### src/rtl/spawn_in_writer_pkg.sv
// Shared spawn-in queue geometry (the OmpSsManager constants) and small
// helpers used by the spawn-in writer.
package spawn_in_writer_pkg;

  localparam int ENTRY_VALID_OFFSET      = 63;
  localparam int SPAWN_IN_NOPICOS_OFFSET = 62;
  localparam int SPAWN_IN_ENTRY_WORDS    = 3;
  localparam int SPAWN_IN_IDX_W          = 10;
  localparam int SPAWN_IN_WORD_W         = 64;

  typedef logic [SPAWN_IN_IDX_W-1:0]  spawn_idx_t;
  typedef logic [SPAWN_IN_WORD_W-1:0] spawn_word_t;
  typedef logic [ENTRY_VALID_OFFSET-1:0] task_id_t;

  // Byte address of a 64-bit queue word: {19'd0, idx, 3'd0}
  function automatic logic [31:0] spawn_in_byte_addr(input spawn_idx_t idx);
    return {19'd0, idx, 3'd0};
  endfunction

  // Header word: valid bit set, NO_PICOS flag, everything else zero
  function automatic spawn_word_t spawn_in_header(input logic no_picos);
    spawn_word_t h;
    h = '0;
    h[ENTRY_VALID_OFFSET]      = 1'b1;
    h[SPAWN_IN_NOPICOS_OFFSET] = no_picos;
    return h;
  endfunction

  // Id words are 63-bit; the top bit is always stored as zero
  function automatic spawn_word_t spawn_in_id_word(input task_id_t id);
    return {1'b0, id};
  endfunction

endpackage

### src/rtl/spawn_in_writer_if.sv
// Notification stream (AXI-Stream, 64-bit) plus SpawnInQueue BRAM port B.
// master: the writer; slave: stream source and BRAM.
interface spawn_in_writer_if;

  logic [63:0] inStream_TDATA;
  logic        inStream_TVALID;
  logic        inStream_TREADY;
  logic        inStream_TLAST;

  logic [31:0] SpawnInQueue_Addr_B;
  logic        SpawnInQueue_EN_B;
  logic [7:0]  SpawnInQueue_WEN_B;
  logic [63:0] SpawnInQueue_Din_B;
  logic [63:0] SpawnInQueue_Dout_B;
  logic        SpawnInQueue_Clk_B;
  logic        SpawnInQueue_Rst_B;

  modport master (
    input  inStream_TDATA, inStream_TVALID, inStream_TLAST,
    output inStream_TREADY,
    output SpawnInQueue_Addr_B, SpawnInQueue_EN_B, SpawnInQueue_WEN_B,
    output SpawnInQueue_Din_B, SpawnInQueue_Clk_B, SpawnInQueue_Rst_B,
    input  SpawnInQueue_Dout_B
  );

  modport slave (
    output inStream_TDATA, inStream_TVALID, inStream_TLAST,
    input  inStream_TREADY,
    input  SpawnInQueue_Addr_B, SpawnInQueue_EN_B, SpawnInQueue_WEN_B,
    input  SpawnInQueue_Din_B, SpawnInQueue_Clk_B, SpawnInQueue_Rst_B,
    output SpawnInQueue_Dout_B
  );

endinterface

### src/rtl/spawn_in_writer.sv
// Spawn-in queue producer: receives 3-beat notifications, waits until the
// three target words are free, then writes task id, parent id and finally the
// header so an entry only becomes visible once complete.
// Optional build macro: SPAWN_IN_PROTOCOL_CHECK_EN (TLAST framing check and
// sticky protocolError output).
//
// state     | meaning
// ----------+-----------------------------------------------------------
// RECV_HDR  | waiting for flags beat (NO_PICOS)
// RECV_TID  | waiting for task id beat
// RECV_PTID | waiting for parent task id beat
// CHK_0..2  | issue reads of wIdx, wIdx+1, wIdx+2
// CHK_2..4  | fold returned valid bits into busy; CHK_4 decides retry/write
// WR_TID    | issue write of task id at wIdx+1
// WR_PTID   | issue write of parent id at wIdx+2
// WR_HDR    | issue header write at wIdx, advance wIdx by 3
//
// Address/WEN/Din are registered: whatever a state issues is on port B
// during the following cycle, so a read issued in CHK_0 returns data that
// CHK_2 samples.
module spawn_in_writer
  import spawn_in_writer_pkg::*;
(
  input  logic              ap_clk,
  input  logic              ap_rst_n,
  spawn_in_writer_if.master bus
`ifdef SPAWN_IN_PROTOCOL_CHECK_EN
  ,
  output logic              protocolError
`endif
);

  typedef enum logic [10:0] {
    RECV_HDR  = 11'b000_0000_0001,
    RECV_TID  = 11'b000_0000_0010,
    RECV_PTID = 11'b000_0000_0100,
    CHK_0     = 11'b000_0000_1000,
    CHK_1     = 11'b000_0001_0000,
    CHK_2     = 11'b000_0010_0000,
    CHK_3     = 11'b000_0100_0000,
    CHK_4     = 11'b000_1000_0000,
    WR_TID    = 11'b001_0000_0000,
    WR_PTID   = 11'b010_0000_0000,
    WR_HDR    = 11'b100_0000_0000
  } state_t;

  state_t      r_state;
  logic        r_tready;
  spawn_idx_t  r_widx;
  spawn_idx_t  r_addr_idx;
  logic [7:0]  r_wen;
  spawn_word_t r_din;
  logic        r_busy;
  logic        r_nopicos;
  task_id_t    r_tid;
  task_id_t    r_ptid;
`ifdef SPAWN_IN_PROTOCOL_CHECK_EN
  logic        r_proto_err;
`endif

  logic        w_beat;
  logic        w_rd_busy;
  spawn_idx_t  w_idx_p1;
  spawn_idx_t  w_idx_p2;
  logic        w_unused;

  assign w_beat    = bus.inStream_TVALID & r_tready;
  assign w_rd_busy = bus.SpawnInQueue_Dout_B[ENTRY_VALID_OFFSET];
  assign w_idx_p1  = r_widx + spawn_idx_t'(1);
  assign w_idx_p2  = r_widx + spawn_idx_t'(2);

  assign bus.inStream_TREADY     = r_tready;
  assign bus.SpawnInQueue_Addr_B = spawn_in_byte_addr(r_addr_idx);
  assign bus.SpawnInQueue_EN_B   = 1'b1;
  assign bus.SpawnInQueue_WEN_B  = r_wen;
  assign bus.SpawnInQueue_Din_B  = r_din;
  assign bus.SpawnInQueue_Clk_B  = ap_clk;
  assign bus.SpawnInQueue_Rst_B  = 1'b0;

`ifdef SPAWN_IN_PROTOCOL_CHECK_EN
  assign protocolError = r_proto_err;
  assign w_unused = ^{bus.inStream_TDATA[63],
                      bus.SpawnInQueue_Dout_B[ENTRY_VALID_OFFSET-1:0]};
`else
  assign w_unused = ^{bus.inStream_TDATA[63], bus.inStream_TLAST,
                      bus.SpawnInQueue_Dout_B[ENTRY_VALID_OFFSET-1:0]};
`endif

  // Receive, free-check and write sequencing with registered port-B outputs
  always_ff @(posedge ap_clk or negedge ap_rst_n) begin
    if (!ap_rst_n) begin
      r_state    <= RECV_HDR;
      r_tready   <= 1'b0;
      r_widx     <= '0;
      r_addr_idx <= '0;
      r_wen      <= 8'h00;
      r_din      <= '0;
      r_busy     <= 1'b0;
      r_nopicos  <= 1'b0;
      r_tid      <= '0;
      r_ptid     <= '0;
`ifdef SPAWN_IN_PROTOCOL_CHECK_EN
      r_proto_err <= 1'b0;
`endif
    end else begin
      r_wen      <= 8'h00;
      r_din      <= '0;
      r_addr_idx <= r_widx;
      unique case (r_state)
        RECV_HDR: begin
          r_tready <= 1'b1;
          if (w_beat) begin
            r_nopicos <= bus.inStream_TDATA[SPAWN_IN_NOPICOS_OFFSET];
`ifdef SPAWN_IN_PROTOCOL_CHECK_EN
            if (bus.inStream_TLAST) r_proto_err <= 1'b1;
            else                    r_state     <= RECV_TID;
`else
            r_state <= RECV_TID;
`endif
          end
        end
        RECV_TID: begin
          r_tready <= 1'b1;
          if (w_beat) begin
            r_tid <= bus.inStream_TDATA[ENTRY_VALID_OFFSET-1:0];
`ifdef SPAWN_IN_PROTOCOL_CHECK_EN
            if (bus.inStream_TLAST) begin
              r_proto_err <= 1'b1;
              r_state     <= RECV_HDR;
            end else begin
              r_state <= RECV_PTID;
            end
`else
            r_state <= RECV_PTID;
`endif
          end
        end
        RECV_PTID: begin
          r_tready <= 1'b1;
          if (w_beat) begin
            r_ptid   <= bus.inStream_TDATA[ENTRY_VALID_OFFSET-1:0];
            r_tready <= 1'b0;
            r_state  <= CHK_0;
`ifdef SPAWN_IN_PROTOCOL_CHECK_EN
            if (!bus.inStream_TLAST) r_proto_err <= 1'b1;
`endif
          end
        end
        CHK_0: begin
          r_addr_idx <= r_widx;
          r_state    <= CHK_1;
        end
        CHK_1: begin
          r_addr_idx <= w_idx_p1;
          r_state    <= CHK_2;
        end
        CHK_2: begin
          r_addr_idx <= w_idx_p2;
          r_busy     <= r_busy | w_rd_busy;
          r_state    <= CHK_3;
        end
        CHK_3: begin
          r_busy  <= r_busy | w_rd_busy;
          r_state <= CHK_4;
        end
        CHK_4: begin
          // Any set valid bit (possibly stale) means retry the whole check
          if (r_busy | w_rd_busy) begin
            r_busy  <= 1'b0;
            r_state <= CHK_0;
          end else begin
            r_state <= WR_TID;
          end
        end
        WR_TID: begin
          r_addr_idx <= w_idx_p1;
          r_wen      <= 8'hFF;
          r_din      <= spawn_in_id_word(r_tid);
          r_state    <= WR_PTID;
        end
        WR_PTID: begin
          r_addr_idx <= w_idx_p2;
          r_wen      <= 8'hFF;
          r_din      <= spawn_in_id_word(r_ptid);
          r_state    <= WR_HDR;
        end
        WR_HDR: begin
          r_addr_idx <= r_widx;
          r_wen      <= 8'hFF;
          r_din      <= spawn_in_header(r_nopicos);
          r_widx     <= r_widx + spawn_idx_t'(SPAWN_IN_ENTRY_WORDS);
          r_tready   <= 1'b1;
          r_state    <= RECV_HDR;
        end
        default: begin
          r_tready <= 1'b0;
          r_busy   <= 1'b0;
          r_state  <= RECV_HDR;
        end
      endcase
    end
  end

endmodule
### src/flat_wrapper.sv
// flat-port wrapper written by rule: the top's interface ports become plain ports
module spawn_in_writer_flat import spawn_in_writer_pkg::*;
  (ap_clk, ap_rst_n, bus_inStream_TDATA, bus_inStream_TVALID, bus_inStream_TLAST, bus_inStream_TREADY, bus_SpawnInQueue_Addr_B, bus_SpawnInQueue_EN_B, bus_SpawnInQueue_WEN_B, bus_SpawnInQueue_Din_B, bus_SpawnInQueue_Clk_B, bus_SpawnInQueue_Rst_B, bus_SpawnInQueue_Dout_B);
  spawn_in_writer_if bus_i ();
  input  logic ap_clk;
  input  logic ap_rst_n;
  input wire logic [$bits(bus_i.inStream_TDATA)-1:0] bus_inStream_TDATA;
  input wire logic [$bits(bus_i.inStream_TVALID)-1:0] bus_inStream_TVALID;
  input wire logic [$bits(bus_i.inStream_TLAST)-1:0] bus_inStream_TLAST;
  output wire logic [$bits(bus_i.inStream_TREADY)-1:0] bus_inStream_TREADY;
  output wire logic [$bits(bus_i.SpawnInQueue_Addr_B)-1:0] bus_SpawnInQueue_Addr_B;
  output wire logic [$bits(bus_i.SpawnInQueue_EN_B)-1:0] bus_SpawnInQueue_EN_B;
  output wire logic [$bits(bus_i.SpawnInQueue_WEN_B)-1:0] bus_SpawnInQueue_WEN_B;
  output wire logic [$bits(bus_i.SpawnInQueue_Din_B)-1:0] bus_SpawnInQueue_Din_B;
  output wire logic [$bits(bus_i.SpawnInQueue_Clk_B)-1:0] bus_SpawnInQueue_Clk_B;
  output wire logic [$bits(bus_i.SpawnInQueue_Rst_B)-1:0] bus_SpawnInQueue_Rst_B;
  input wire logic [$bits(bus_i.SpawnInQueue_Dout_B)-1:0] bus_SpawnInQueue_Dout_B;
  assign bus_i.inStream_TDATA = bus_inStream_TDATA;
  assign bus_i.inStream_TVALID = bus_inStream_TVALID;
  assign bus_i.inStream_TLAST = bus_inStream_TLAST;
  assign bus_inStream_TREADY = bus_i.inStream_TREADY;
  assign bus_SpawnInQueue_Addr_B = bus_i.SpawnInQueue_Addr_B;
  assign bus_SpawnInQueue_EN_B = bus_i.SpawnInQueue_EN_B;
  assign bus_SpawnInQueue_WEN_B = bus_i.SpawnInQueue_WEN_B;
  assign bus_SpawnInQueue_Din_B = bus_i.SpawnInQueue_Din_B;
  assign bus_SpawnInQueue_Clk_B = bus_i.SpawnInQueue_Clk_B;
  assign bus_SpawnInQueue_Rst_B = bus_i.SpawnInQueue_Rst_B;
  assign bus_i.SpawnInQueue_Dout_B = bus_SpawnInQueue_Dout_B;
  spawn_in_writer u_core (.ap_clk(ap_clk), .ap_rst_n(ap_rst_n), .bus(bus_i));
endmodule
### config.mk
export PLATFORM = sky130hd
export DESIGN_NAME = spawn_in_writer_flat
export DESIGN_NICKNAME = d
export VERILOG_FILES = /design/src/rtl/spawn_in_writer_pkg.sv /design/src/rtl/spawn_in_writer_if.sv /design/src/rtl/spawn_in_writer.sv /design/src/flat_wrapper.sv
export SDC_FILE = /design/constraint.sdc
export NUM_CORES = 1
export LEC_CHECK = 0
export ABC_AREA = 0
export CAP_MARGIN = 10
export CORE_MARGIN = 5
export CORE_UTILIZATION = 52
export CTS_CLUSTER_SIZE = 40
export DETAILED_ROUTE_END_ITERATION = 16
export GPL_ROUTABILITY_DRIVEN = 0
export GPL_TIMING_DRIVEN = 0
export PLACE_DENSITY = 0.85
export SYNTH_ARGS = -nofsm -noshare
export SYNTH_HDL_FRONTEND = slang
export SYNTH_SLANG_ARGS = --single-unit
### constraint.sdc
create_clock -name ap_clk -period 5.9 [get_ports ap_clk]
set_input_delay 1.18 -clock ap_clk [delete_from_list [all_inputs] [get_ports ap_clk]]
set_output_delay 1.18 -clock ap_clk [all_outputs]
set_load 0.005 [all_outputs]
# Word-level counts from Yosys, hierarchy flattened
# Index checks and enable logic that the tools add are counted.
totals:
  inputBits: 132
  elab_cells: 55
  register_bits: 232
op_classes:
  n_bitwise: 3
  n_eq_ne: 15
  add_sub_neg: 3
  n_mux: 12
  n_reduce_logical: 12
op_table:
  columns: ["operator", "count"]
  rows:
  - ["$pmux 64 s3", 1]
  - ["$pmux 11 s10", 1]
  - ["$mux 11", 3]
  - ["$add 10x2->10 const B", 2]
  - ["$pmux 10 s2", 1]
  - ["$eq 11x1->1 const B", 1]
  - ["$eq 11x10->1 const B", 1]
  - ["$eq 11x11->1 const B", 1]
  - ["$eq 11x2->1 const B", 1]
  - ["$eq 11x3->1 const B", 1]
  - ["$eq 11x4->1 const B", 1]
  - ["$eq 11x5->1 const B", 1]
  - ["$eq 11x6->1 const B", 1]
  - ["$eq 11x7->1 const B", 1]
  - ["$eq 11x8->1 const B", 1]
  - ["$eq 11x9->1 const B", 1]
  - ["$add 10x1->10 const B", 1]
  - ["$mux 9", 1]
  - ["$mux 8", 1]
  - ["$ne 2x1->1 const B", 4]
  - ["$reduce_and 2->1", 4]
  - ["$reduce_or 8->1", 1]
  - ["$reduce_or 7->1", 1]
  - ["$pmux 1 s3", 2]
  - ["7 further kinds", 11]

# Depth between registers and ports, before layout
# Gate-level depths: netlist of run 1.
depth:
  ltp_word: 4
  ltp_mapped: 8
  mapped_depth_nobuf: 5

==> metrics.txt, run 1 <==
result of the run=finished, final reports clean; detailed-route wire length per cell=18.0 um; clk_skew=10.9 ps; Leakage=5.73 nW; # port buffers=150; Core Rows=48; origin of the critical flop-to-flop path=u_core.r_state[8]; post-CTS setup buffers=0; area fraction of the dominant cell type after synthesis=61.7%; CP Class=clock port to output pin; CTS-repair resized insts=0; Cell Pwr Density=381 nW/um^2; detailed-route DRC error count=0; most common cell after layout, fill and taps aside=dfrtp_1; cells traversed along the worst timing path=clkbuf_16 > clkbuf_16 > buf_4 > clkdlybuf4s50_1; Area contributors post-synth=dfrtp_1 (62%), mux2_2 (9.9%), a22o_1 (6.0%); pin count of the biggest net entering global routing=120; Clock Latency Late Sink=620 ps; Most common cell on crit path=clkbuf_16; total of max-cap violations=0; HPWL after detailed placement=13300 um; clock tree from TritonCTS=yes; critical path launch point=ap_clk; top_reg_cell synth=dfrtp_1; cell depth of the worst flop-to-flop path=6; layout-stage area growth over the synthesis result=31.6%; Critical Path End Type=output pin; number of top-level design ports=240; max-slew violation count=0; critical path startpoint category=clock port; number of flip-flops and latches in the synthesized netlist=225; standard cell area after detailed placement=11000 sq um; slew at the pin closest to its max-slew limit=957 ps; Non-Filler Cell Area, Final=11900 sq um; starting utilization of the core area=52.7%; via count of the first global-routing pass=6116; number of antenna violations at the first check in global routing=0; most frequent cells in the layout=dfrtp_1 (224), clkdlybuf4s50_1 (149), mux2_2 (80), a22o_1 (62), mux2_1 (47); final number of hold-violating endpoints=0; GRT overflow=0; Mean Syn Cell Area=14.3 sq um; largest area contributor in the netlist=dfrtp_1; number of DRC markers after the initial detailed-route iteration=204; endpoint of the worst-slack reg-to-reg timing path=u_core.r_ptid[35]; number of nets still failing antenna checks after routing=0; GR Util All Layers=19.5%; Worst EP required=4720 ps; RSZ-0062 raised after global routing=no; die area=20200 sq um; proportion of synthesized chip area in sequential cells=62.0%; clock transition at the registers of the reported paths=60 ps; cell area after synthesis=9080 sq um; Max stage delay on crit path=450 ps; PnR Total Power=4.55 mW; crit-path max FO=2; final layout net count=975; average vias per placed instance=5.31; instance count along the most critical hold path=1; number of flops mapped to enable cells by yosys=0; signal arrival time at the worst endpoint=3770 ps; die span in x=142 um; Synth async-reset ratio=100%; Vert. Die Dim=142 um; worst reg2reg setup slack=2910 ps; worst min path class=register to register; total wirelength of the detailed-routed design=19500 um; Final Setup Violations=0; Inserted Diodes=0; count of yosys warnings during synthesis=0; worst hold-check slack=483 ps; number of distinct library cells after synthesis=57; capture endpoint of the worst hold path=u_core.r_state[8]; number of search-and-repair iterations in the first detailed-routing pass=4; # hold bufs at CTS=0; max-slew headroom at the worst pin=35.7%; ratio of cells with drive above 1 in the final layout=22.7%; Placeable Area=17200 sq um; via total after detailed routing=5756; first-pass GRT wire length=31500 um; start point of the worst hold path=u_core.r_busy; Synth Instances=636; CP max-delay cell=clkdlybuf4s50_1; worst-case vdd ir drop=0.000328 V
[stage by stage]
stage	utilization (%)	setup WS (ps)	setup TNS, ps	std cells
after floorplan	-	1660	0	658
after global placement	63.5	-5550	-1242810	1033
after detailed placement	63.7	1240	0	1034
after CTS	69.3	942	0	1083
after global routing	69.3	940	0	1083
final	69.3	952	0	1083
[sequential cells by signal, indices dropped and copies added (netlist names)]
signal,flops
u_core.r_widx,10
u_core.r_state,11
u_core.bus.inStream_TREADY,1
u_core.r_nopicos,1
u_core.r_addr_idx,10
u_core.bus.SpawnInQueue_Din_B,64
u_core.r_ptid,63
u_core.bus.SpawnInQueue_WEN_B,1
u_core.r_busy,1
u_core.r_tid,63
[routing by layer]
layer	share of wire [%]	global-route usage (%)	up-vias
met5	0	0	-
met1	41	24.5	2886
met3	5.8	4.37	49
met4	4.1	8.33	0
met2	49	32.9	179
li1	-	-	2642
[Yosys cell counts, types with 4 or more instances]
| library cell | n |
|---|---|
| ha_1 | 4 |
| mux2_2 | 80 |
| xnor2_1 | 6 |
| buf_4 | 32 |
| a22o_1 | 62 |
| nand2_1 | 11 |
| nor2_1 | 10 |
| mux2_1 | 47 |
| nand3_1 | 6 |
| buf_2 | 14 |
| clkbuf_1 | 18 |
| inv_1 | 8 |
| dfrtp_1 | 224 |
| nor4_1 | 5 |
| o21ai_0 | 5 |
| a21oi_1 | 4 |
| buf_6 | 4 |
| xor2_1 | 18 |
| nor3_1 | 12 |
[cell families (layout without fill, tap and decap cells)]
kind of cell | Yosys count | count (layout) | synth area share [%]
buffers and inverters | 77 | 277 | 5.03
xor gates and xnor gates | 24 | 24 | 2.31
adders and majority gates | 4 | 4 | 0.551
and+or+nand+nor | 84 | 84 | 5.98
AOI/OAI and AO/OA | 93 | 93 | 8.29
other | 2 | 24 | 0.0827
muxes | 127 | 127 | 15.7
DFF | 225 | 225 | 62.0
[layout make-up]
type / count / area [sq um]
Multi-Input combinational cell: 356 / 3080
Tap cell: 225 / 282
Inverter: 9 / 33.8
Fill cell: 1241 / 5290
Sequential cell: 225 / 5630
Timing Repair Buffer: 150 / 1520
Clock inverter: 13 / 178
Clock buffer: 37 / 801
Buffer: 68 / 423
[worst max path at each step]
stage	end	slack, ps	cells after the start
2_1_floorplan	bus_SpawnInQueue_Clk_B	1660	1
3_3_place_gp	u_core.r_ptid[45]	-5550	1
3_5_place_dp	bus_SpawnInQueue_Clk_B	1240	2
4_1_cts	bus_SpawnInQueue_Clk_B	940	4
5_1_grt	bus_SpawnInQueue_Clk_B	940	4
6_report	bus_SpawnInQueue_Clk_B	950	4
[worst max-delay path: cells and delay by family]
| family | cells | cell delay, ps |
|---|---|---|
| buf+inv | 4 | 820 |
[power by group]
part           switching [mW]  internal, mW
Combinational           0.270         0.382
Sequential              0.199          1.93
Clock                   0.636          1.13
Note: power is estimated with default switching activity, not from simulation.
==> inputs of run 2 (changes only) <==
--- a/config.mk
+++ b/config.mk
@@ -8,12 +8,12 @@
 export ABC_AREA = 0
 export CAP_MARGIN = 10
 export CORE_MARGIN = 5
-export CORE_UTILIZATION = 52
+export CORE_UTILIZATION = 49
 export CTS_CLUSTER_SIZE = 40
 export DETAILED_ROUTE_END_ITERATION = 16
 export GPL_ROUTABILITY_DRIVEN = 0
 export GPL_TIMING_DRIVEN = 0
-export PLACE_DENSITY = 0.85
+export PLACE_DENSITY = 0.81
 export SYNTH_ARGS = -nofsm -noshare
 export SYNTH_HDL_FRONTEND = slang
 export SYNTH_SLANG_ARGS = --single-unit
==> constraint.sdc (replaced) <==
create_clock -name ap_clk -period 4.9 [get_ports ap_clk]
set_input_delay 0.98 -clock ap_clk [delete_from_list [all_inputs] [get_ports ap_clk]]
set_output_delay 0.98 -clock ap_clk [all_outputs]
set_load 0.005 [all_outputs]
==> run 2 against run 1 <==
  * Register-to-register slack got worse by 1000 ps
  * Die area is 5.7% higher
  * Sequential share of layout area rose by 0.46 points
  * Core utilization decreased by 3.9 points
  * Sequential power rose by 20%
  * Clock-buffer cell count increased by 1
  * Critical endpoint unchanged
==> metrics.txt, run 2 (synthesis gave the netlist of run 1 again) <==
worst min path class=input port to asynchronous set/reset pin (was register to register); Core Rows=49 (was 48); Leakage=5.68 nW (was 5.73 nW); CP Class=clock port to output pin (unchanged); Placeable Area=18100 sq um (was 17200 sq um); ratio of cells with drive above 1 in the final layout=21.9% (was 22.7%); # port buffers=150 (unchanged); max-slew violation count=0 (unchanged); layout-stage area growth over the synthesis result=30.3% (was 31.6%); detailed-route wire length per cell=17.9 um (was 18.0 um); final number of hold-violating endpoints=0 (unchanged); most common cell after layout, fill and taps aside=dfrtp_1 (unchanged); share of total power consumed by net switching=23.9% (was 24.3%); worst reg2reg setup slack=1910 ps (was 2910 ps); number of nets still failing antenna checks after routing=0 (unchanged); slew at the pin closest to its max-slew limit=921 ps (was 957 ps); final layout net count=973 (was 975); standard cell area after detailed placement=11000 sq um (about the same); count of buffering cells on the critical path with inverters included=4 (unchanged); via count of the first global-routing pass=6013 (was 6116); worst-case vdd ir drop=0.000350 V (was 0.000328 V); crit-path max FO=2 (unchanged); number of search-and-repair iterations in the first detailed-routing pass=4 (unchanged); die area=21400 sq um (was 20200 sq um); Cell Pwr Density=442 nW/um^2 (was 381 nW/um^2); Final Setup Violations=0 (unchanged); clock network fraction of design power=36.3% (was 38.9%); origin of the critical flop-to-flop path=u_core.r_state[8] (unchanged); starting utilization of the core area=50.2% (was 52.7%); pin count of the biggest net entering global routing=121 (was 120); CP max-delay cell=clkdlybuf4s50_1 (unchanged); final design utilization=65.4% (was 69.3%); number of antenna violations at the first check in global routing=1 (was 0); flip-flop count of the largest register, all copies and words added=64 (unchanged); # hold bufs at CTS=0 (unchanged); PnR Total Power=5.23 mW (was 4.55 mW); die span in x=146 um (was 142 um); Vert. Die Dim=146 um (was 142 um); Most common cell on crit path=clkbuf_16 (unchanged); relative contribution of sequential cells to total power=48.9% (was 46.8%); # fillers=1345 (was 1241); Worst EP required=3920 ps (was 4720 ps); endpoint of the worst-slack reg-to-reg timing path=u_core.r_ptid[37] (was u_core.r_ptid[35]); RSZ-0062 raised after global routing=no (unchanged); Clock Latency Late Sink=610 ps (was 620 ps); max-slew headroom at the worst pin=38.1% (was 35.7%); GRT overflow=0 (unchanged); number of DRC markers after the initial detailed-route iteration=204 (unchanged); Non-Filler Cell Area, Final=11800 sq um (was 11900 sq um); signal arrival time at the worst endpoint=3240 ps (was 3770 ps); most frequent cells in the layout=dfrtp_1 (224), clkdlybuf4s50_1 (149), mux2_2 (80), a22o_1 (62), mux2_1 (47) (unchanged); total wirelength of the detailed-routed design=19400 um (was 19500 um); number of top-level design ports=240 (unchanged); average vias per placed instance=5.27 (was 5.31); first-pass GRT wire length=31800 um (was 31500 um); Max stage delay on crit path=430 ps (was 450 ps); clock tree from TritonCTS=yes (unchanged); result of the run=finished, final reports clean (unchanged); cells traversed along the worst timing path=clkbuf_16 > clkbuf_16 > buf_4 > clkdlybuf4s50_1 (unchanged); switching power total=1.25 mW (was 1.11 mW); post-CTS setup buffers=0 (unchanged); Combinational Power Share=14.8% (was 14.3%); critical path startpoint category=clock port (unchanged); cell depth of the worst flop-to-flop path=6 (unchanged); total internal power=3.98 mW (was 3.45 mW); GR Util All Layers=18.4% (was 19.5%); clock transition at the registers of the reported paths=50 ps (was 60 ps); total of max-cap violations=0 (unchanged); detailed-route DRC error count=0 (unchanged); Critical Path End Type=output pin (unchanged); kind of cell adding the most delay to the critical path=buffers and inverters (unchanged); HPWL after detailed placement=13300 um (about the same); CTS-repair resized insts=0 (unchanged); clk_skew=8.26 ps (was 10.9 ps); via total after detailed routing=5699 (was 5756)
==> run 2: changes by cell type in the layout (fill, tap and decap cells not counted) <==
cell	before	now
bufinv_16	4	2
clkbuf_1	20	22
clkbuf_16	28	26
clkinv_2	5	3
clkinvlp_4	2	0
clkbuf_8	6	7
clkinv_4	1	0
diode_2	0	1
==> run 2: how the worst max path moves through the flow <==
stage             start                      to  depth (start not counted)
2_1_floorplan    ap_clk  bus_SpawnInQueue_Clk_B                          1
3_3_place_gp   ap_rst_n         u_core.r_tid[3]                          1
3_5_place_dp     ap_clk  bus_SpawnInQueue_Clk_B                          2
4_1_cts          ap_clk  bus_SpawnInQueue_Clk_B                          4
5_1_grt          ap_clk  bus_SpawnInQueue_Clk_B                          4
6_report         ap_clk  bus_SpawnInQueue_Clk_B                          4
==> run 2: area by class of cell <==
type | instances | area (sq um) | area share, %
Inverter | 9 | 33.8 | 0.285
Tap cell | 229 | 287 | 2.42
Sequential cell | 225 | 5630 | 47.6
Timing Repair Buffer | 150 | 1520 | 12.9
Clock buffer | 38 | 772 | 6.52
Multi-Input combinational cell | 356 | 3080 | 26.0
Clock inverter | 6 | 83.8 | 0.708
Antenna cell | 1 | 2.50 | 0.0211
Buffer | 68 | 423 | 3.57
==> run 2: worst register-to-register path: cells and delay by family, from the launching register on <==
kind	cells	cell delay [ps]
multiplexers	1	380
flip-flops	1	370
buffers and inverters	2	630
AND/OR/NAND/NOR	3	1510
==> run 2: metal layers <==
layer,GRT usage [%],wire length [um]
met4,6.73,582
met5,0,0
met1,23.1,8180
met3,4.96,1090
met2,30.9,9560
==> run 2: power groups by stage <==
stage	clock, mW	sequential, mW	combinational [mW]
3_5_place_dp	0.0285	2.58	0.783
6_report	1.90	2.56	0.777
2_1_floorplan	0.0132	2.52	0.581
3_3_place_gp	0.0285	2.56	0.744
5_1_grt	2.03	2.61	0.866
4_1_cts	1.94	2.56	0.788
==> run 2: stage by stage <==
stage / worst slack [ps] / cells / hold slack (ps) / TNS, ps
after floorplan: 1360 / 658 / 433 / 0
after detailed placement: 943 / 1038 / 473 / 0
after global routing: 649 / 1082 / 497 / 0
final: 676 / 1082 / 443 / 0
after global placement: -6410 / 1037 / 469 / -1435150
after CTS: 668 / 1081 / 486 / 0
==> RTL change 1: new RTL, config.mk and constraints of run 2 <==
Encoding of `state_t`: now binary (4 bits for 11 states).
--- a/src/rtl/spawn_in_writer.sv
+++ b/src/rtl/spawn_in_writer.sv
@@ -30,18 +30,18 @@
 `endif
 );
 
-  typedef enum logic [10:0] {
-    RECV_HDR  = 11'b000_0000_0001,
-    RECV_TID  = 11'b000_0000_0010,
-    RECV_PTID = 11'b000_0000_0100,
-    CHK_0     = 11'b000_0000_1000,
-    CHK_1     = 11'b000_0001_0000,
-    CHK_2     = 11'b000_0010_0000,
-    CHK_3     = 11'b000_0100_0000,
-    CHK_4     = 11'b000_1000_0000,
-    WR_TID    = 11'b001_0000_0000,
-    WR_PTID   = 11'b010_0000_0000,
-    WR_HDR    = 11'b100_0000_0000
+  typedef enum logic [3:0] {
+    RECV_HDR  = 4'd0,
+    RECV_TID  = 4'd1,
+    RECV_PTID = 4'd2,
+    CHK_0     = 4'd3,
+    CHK_1     = 4'd4,
+    CHK_2     = 4'd5,
+    CHK_3     = 4'd6,
+    CHK_4     = 4'd7,
+    WR_TID    = 4'd8,
+    WR_PTID   = 4'd9,
+    WR_HDR    = 4'd10
   } state_t;
 
   state_t      r_state;
Function: same outputs for any inputs over 10 cycles, from zero or initial values and one cycle with ap_rst_n low; not proved beyond that.
==> RTL change 1 against run 2 <==
  * Largest cell class unchanged
  * Sequential cell count shrank 7
  * Utilization shrank 0.79 points
  * Setup slack lost 0.0078 ns
  * Synthesized area grew 0.99%
  * Design area grew 1.5%
  * Routed wire length grew 3.1%
  * Synthesized cell count shrank 8.6%
Power is not compared: it rests on default switching activity, and its combinational part moved more than twofold at a synthesized area within 25%.
==> RTL change 1: results (changes against run 2) <==
* Global-route track usage on met1 at 25.1% (+2.0 points)
* Net count of the finished layout at 919 (-5.5%)
* Synth Area in Compound Gates at 7.58% (-0.71 points)
* Top cells by area in the synthesized netlist: dfrtp_1 (59%), mux2_4 (20%), a22o_1 (5.9%)
* R2r setup slk at 3.15 ns (+1.24 ns)
* Half-perimeter wire length after detailed placement at 13600 microns (+2.0%)
* Fraction of met3 tracks used by global routing at 5.18% (+0.22 points)
* Outcome: completed
* Number of cells on the worst reg-to-reg path at 5 (-1)
* Transition time of the tightest slew-check pin at 0.690 ns (-0.231 ns)
* Critical Path AT at 3.25 ns (about the same)
* Final Skew at 0.0144 ns (+0.00617 ns)
* Fraction of final layout cells with drive strength greater than 1 at 31.3% (+9.3 points)
* Largest net degree at the start of global routing at 86 (-29%)
* Synth unique cells at 50 (-12%)
* Placed cell count at 989 (-4.7%)
* Vias in the first global route at 5790 (-3.7%)
* Post-detailed-route via-to-cell ratio at 5.08 (-3.6%)
* Total via count in the routed design at 5249 (-7.9%)
* Share of the synthesized netlist area taken by xor and xnor gates at 1.90% (-0.42 points)
* First-pass GRT wire length at 31900 microns (+0.39%)
* Initial antenna violation count at 2 (+1)
* Maximum VDD drop at 0.366 mV
* FF-to-FF End: u_core.bus.SpawnInQueue_Din_B[36]
* Synth Area in Adders at 0.546% (-0.0054 points)
* Ranking of synthesized cells by instance count: dfrtp_1 (218), mux2_4 (120), a22o_1 (62)
* Global routing usage on met2 at 30.1% (-0.81 points)
* Average wire per cell in the routed design at 19.4 microns (+7.9%)
* Reg-to-reg critical path startpoint: u_core.r_state[1]
* Number of design-rule violations left by the first detailed-router iteration at 167 (-18%)
* Global routing usage summed across all routing layers at 18.7% (+0.25 points)
RTL change 1: cell types whose count changed in the layout (fill, tap and decap cells not counted), moves of 4 or more:
cell	before	now
nor3_1	12	3
buf_2	14	6
dfrtp_1	224	218
clkbuf_1	22	6
mux2_4	0	120
xor2_1	18	9
buf_6	4	22
nor4_1	5	0
inv_1	8	4
mux2_2	80	7
mux2_1	47	0
RTL change 1: cell families after synthesis:
family,count (synthesis)
flops,218
mux,128
compound gates,81
buf+inv,71
simple gates,58
xor+xnor,19
fa+ha+maj,4
other cells,2
RTL change 1: routing by layer:
layer  vias up  routed length [microns]
met4         4                      361
met2       176                     9280
met5         -                       21
met3        36                     1270
li1       2402                        -
met1      2631                     9080
RTL change 1: how the worst max path moves through the flow:
stage              from                                 to  slack [ns]  cells past startpoint
2_1_floorplan    ap_clk             bus_SpawnInQueue_Clk_B        1.36                      1
3_3_place_gp   ap_rst_n  u_core.bus.SpawnInQueue_Din_B[12]       -5.88                      1
3_5_place_dp     ap_clk             bus_SpawnInQueue_Clk_B        0.94                      2
4_1_cts          ap_clk             bus_SpawnInQueue_Clk_B        0.66                      4
5_1_grt          ap_clk             bus_SpawnInQueue_Clk_B        0.63                      4
6_report         ap_clk             bus_SpawnInQueue_Clk_B        0.67                      4
RTL change 1: area by class of cell:
type                            instances  area (sq um)
Timing Repair Buffer                  151          1550
Clock buffer                           38           792
Buffer                                 66           546
Clock inverter                          8           119
Tap cell                              234           293
Fill cell                            1343          6570
Inverter                                5          20.0
Sequential cell                       218          5460
Multi-Input combinational cell        314          3230
RTL change 1: metrics by stage:
step / area, sq um / TNS [ns]
2_1_floorplan: 9260 / 0
3_3_place_gp: 11000 / -1279.23
3_5_place_dp: 11100 / 0
4_1_cts: 12000 / 0
5_1_grt: 12000 / 0
6_report: 12000 / 0
RTL change 1: power breakdown:
group          total (uW)  internal, uW  switching (uW)
Combinational        1710          1130             588
Sequential           2740          2400             346
Clock                2000          1280             715
Total                6450          4800            1650
==> RTL change 2: new RTL, config.mk and constraints of run 2 <==
Without the edit above. Make the reset (`ap_rst_n`) synchronous in one clocked block.
--- a/src/rtl/spawn_in_writer.sv
+++ b/src/rtl/spawn_in_writer.sv
@@ -87,7 +87,7 @@
 `endif
 
   // Receive, free-check and write sequencing with registered port-B outputs
-  always_ff @(posedge ap_clk or negedge ap_rst_n) begin
+  always_ff @(posedge ap_clk) begin
     if (!ap_rst_n) begin
       r_state    <= RECV_HDR;
       r_tready   <= 1'b0;
Check against the original RTL: differs if ap_rst_n is asserted again (counterexample within 4 cycles, from zero or initial values and one cycle with ap_rst_n low); with ap_rst_n held inactive, the same outputs for 10 cycles.
==> RTL change 2 against run 2 <==
  * Synthesized area is 0.34% lower
  * Global-route usage up 1.9 points
  * Setup slack worse by 0.0042 ns
  * Routed wire length rose by 14%
  * Die area down 0.32%
  * Design area decreased by 0.86%
  * Synthesized cell count grew 60%
  * Sequential cell count did not move
  * Critical path type unchanged
  * Critical endpoint unchanged
Power is not compared: it rests on default switching activity, and its combinational part moved more than twofold at a synthesized area within 25%.
==> RTL change 2: results (changes against run 2) <==
* Global routing usage summed across all routing layers at 20.3% (+1.9 points)
* Leakage at about 0.0041 uW
* Reg-to-reg critical path startpoint: u_core.r_state[8]
* Number of design-rule violations left by the first detailed-router iteration at 471 (+130%)
* Total via count in the routed design at 7532 (+32%)
* Sequential fraction of the synthesis area at 49.8% (-12 points)
* Sink of the worst hold path: u_core.r_tid[5]
* Pre-antenna DRT Iters at 5 (+1)
* Count of cells along the worst hold path at 2
* Instance area at placement at 0.0109 sq mm (-0.67%)
* Slowest cell on the critical path: clkdlybuf4s50_1
* Largest net degree at the start of global routing at 15 (-88%)
* Average wire per cell in the routed design at 15.1 microns (-16%)
* Number of cells on the worst reg-to-reg path at 9 (+3)
* Critical Path AT at 3.25 ns (about the same)
* Initial antenna violation count at 1 (unchanged)
* FF-to-FF End: u_core.r_ptid[56]
* First-pass GRT wire length at 36200 microns (+14%)
* Syn. warnings at 0 (unchanged)
* Outcome: completed
* Async SR Flop Fraction at 0% (-100 points)
* Final Skew at 0.00762 ns (-0.000641 ns)
* Cell family with the largest share of critical-path delay: buffers and inverters
* Largest fanout on the critical path at 2 (unchanged)
* Net count of the finished layout at 1351 (+39%)
* Flip-flop count of the largest register after layout at 64 (unchanged)
* Ranking of synthesized cells by instance count: nand2_1 (270), dfxtp_1 (225), a21boi_0 (84)
* Maximum VDD drop at between 0.2 and 0.25 mV
* Top cells by area in the synthesized netlist: dfxtp_1 (50%), nand2_1 (11%), a21boi_0 (7.0%)
* Startpoint of the tightest hold check path: u_core.r_tid[5]
* Fraction of final layout cells with drive strength greater than 1 at 9.02% (-13 points)
* Half-perimeter wire length after detailed placement at 15100 microns (+13%)
* Share of Yosys cell area claimed by the top area cell type at 49.8% (-12 points)
* Post-CTS Setup Bufs at 0 (unchanged)
* Number of resized instances in the post-cts repair step at 0 (unchanged)
* Synth unique cells at 54 (-5.3%)
* Capture point of the worst path: bus_SpawnInQueue_Clk_B
* Worst hold margin at 0.453 ns (+0.0104 ns)
* R2r setup slk at 2.24 ns (+0.33 ns)
* Average instance area after synthesis at 8.91 sq um (-38%)
* Transition time of the tightest slew-check pin at 0.800 ns (-0.121 ns)
* Post-detailed-route via-to-cell ratio at 5.16 (-2.1%)
* Number of input and output port buffers inserted at 149 (-0.67%)
* Worst hold path type: reg2reg
* Most instantiated flip-flop cell in the synthesis netlist: dfxtp_1
* Fill cell count at 1505 (+12%)
* Largest stage delay, worst path at between 0.4 and 0.5 ns
* Vias in the first global route at 7236 (+20%)
## RTL change 2: cell count changes after synthesis, moves of 47 or more
| cell | run 2 | this run |
|---|---|---|
| nand2_1 | 11 | 270 |
| a21boi_0 | 0 | 84 |
| a22oi_1 | 2 | 63 |
| nor2b_1 | 1 | 65 |
| a22o_1 | 62 | 0 |
| mux2_1 | 47 | 0 |
| mux2_2 | 80 | 0 |
| dfrtp_1 | 224 | 0 |
| dfxtp_1 | 0 | 225 |
## RTL change 2: area by class of cell
type / instances / share of cell area, %
sequential: 225 / 38.4
clock inverter: 8 / 0.597
clock buffer: 37 / 6.46
inverter: 4 / 0.128
tap: 229 / 2.44
antenna: 1 / 0.0213
multi-input combinational: 701 / 33.9
buffer: 108 / 5.45
timing repair buffer: 148 / 12.6
## RTL change 2: cells by family (layout without fill, tap and decap cells)
group	count (synthesis)	after routing	share of synthesized area, %
xor+xnor	17	17	1.65
buf+inv	112	305	7.23
fa+ha+maj	4	4	0.553
simple gates	428	428	22.1
flops	225	225	49.8
compound gates	225	225	18.3
mux	3	3	0.332
other cells	2	25	0.0830
## RTL change 2: stage by stage
step / util [%] / setup WS [ns]
floorplan: - / 1.36
global placement: 60.3 / 0.943
detailed placement: 60.3 / 0.943
CTS: 64.9 / 0.666
global route: 64.9 / 0.656
finish: 64.9 / 0.672
## RTL change 2: layer usage
metal	global-route usage [%]	share of wire [%]	vias up
li1	-	-	3725
met1	27.4	44	3511
met2	32.6	47	259
met3	4.27	7.0	37
met4	6.51	2.4	0
met5	0	0	-
## RTL change 2: power breakdown
part	leakage, uW	internal [uW]	switching (uW)	total [uW]
Sequential	0.00181	1840	8.69	1850
Clock	0.000411	1130	709	1840
Combinational	0.00186	122	109	230
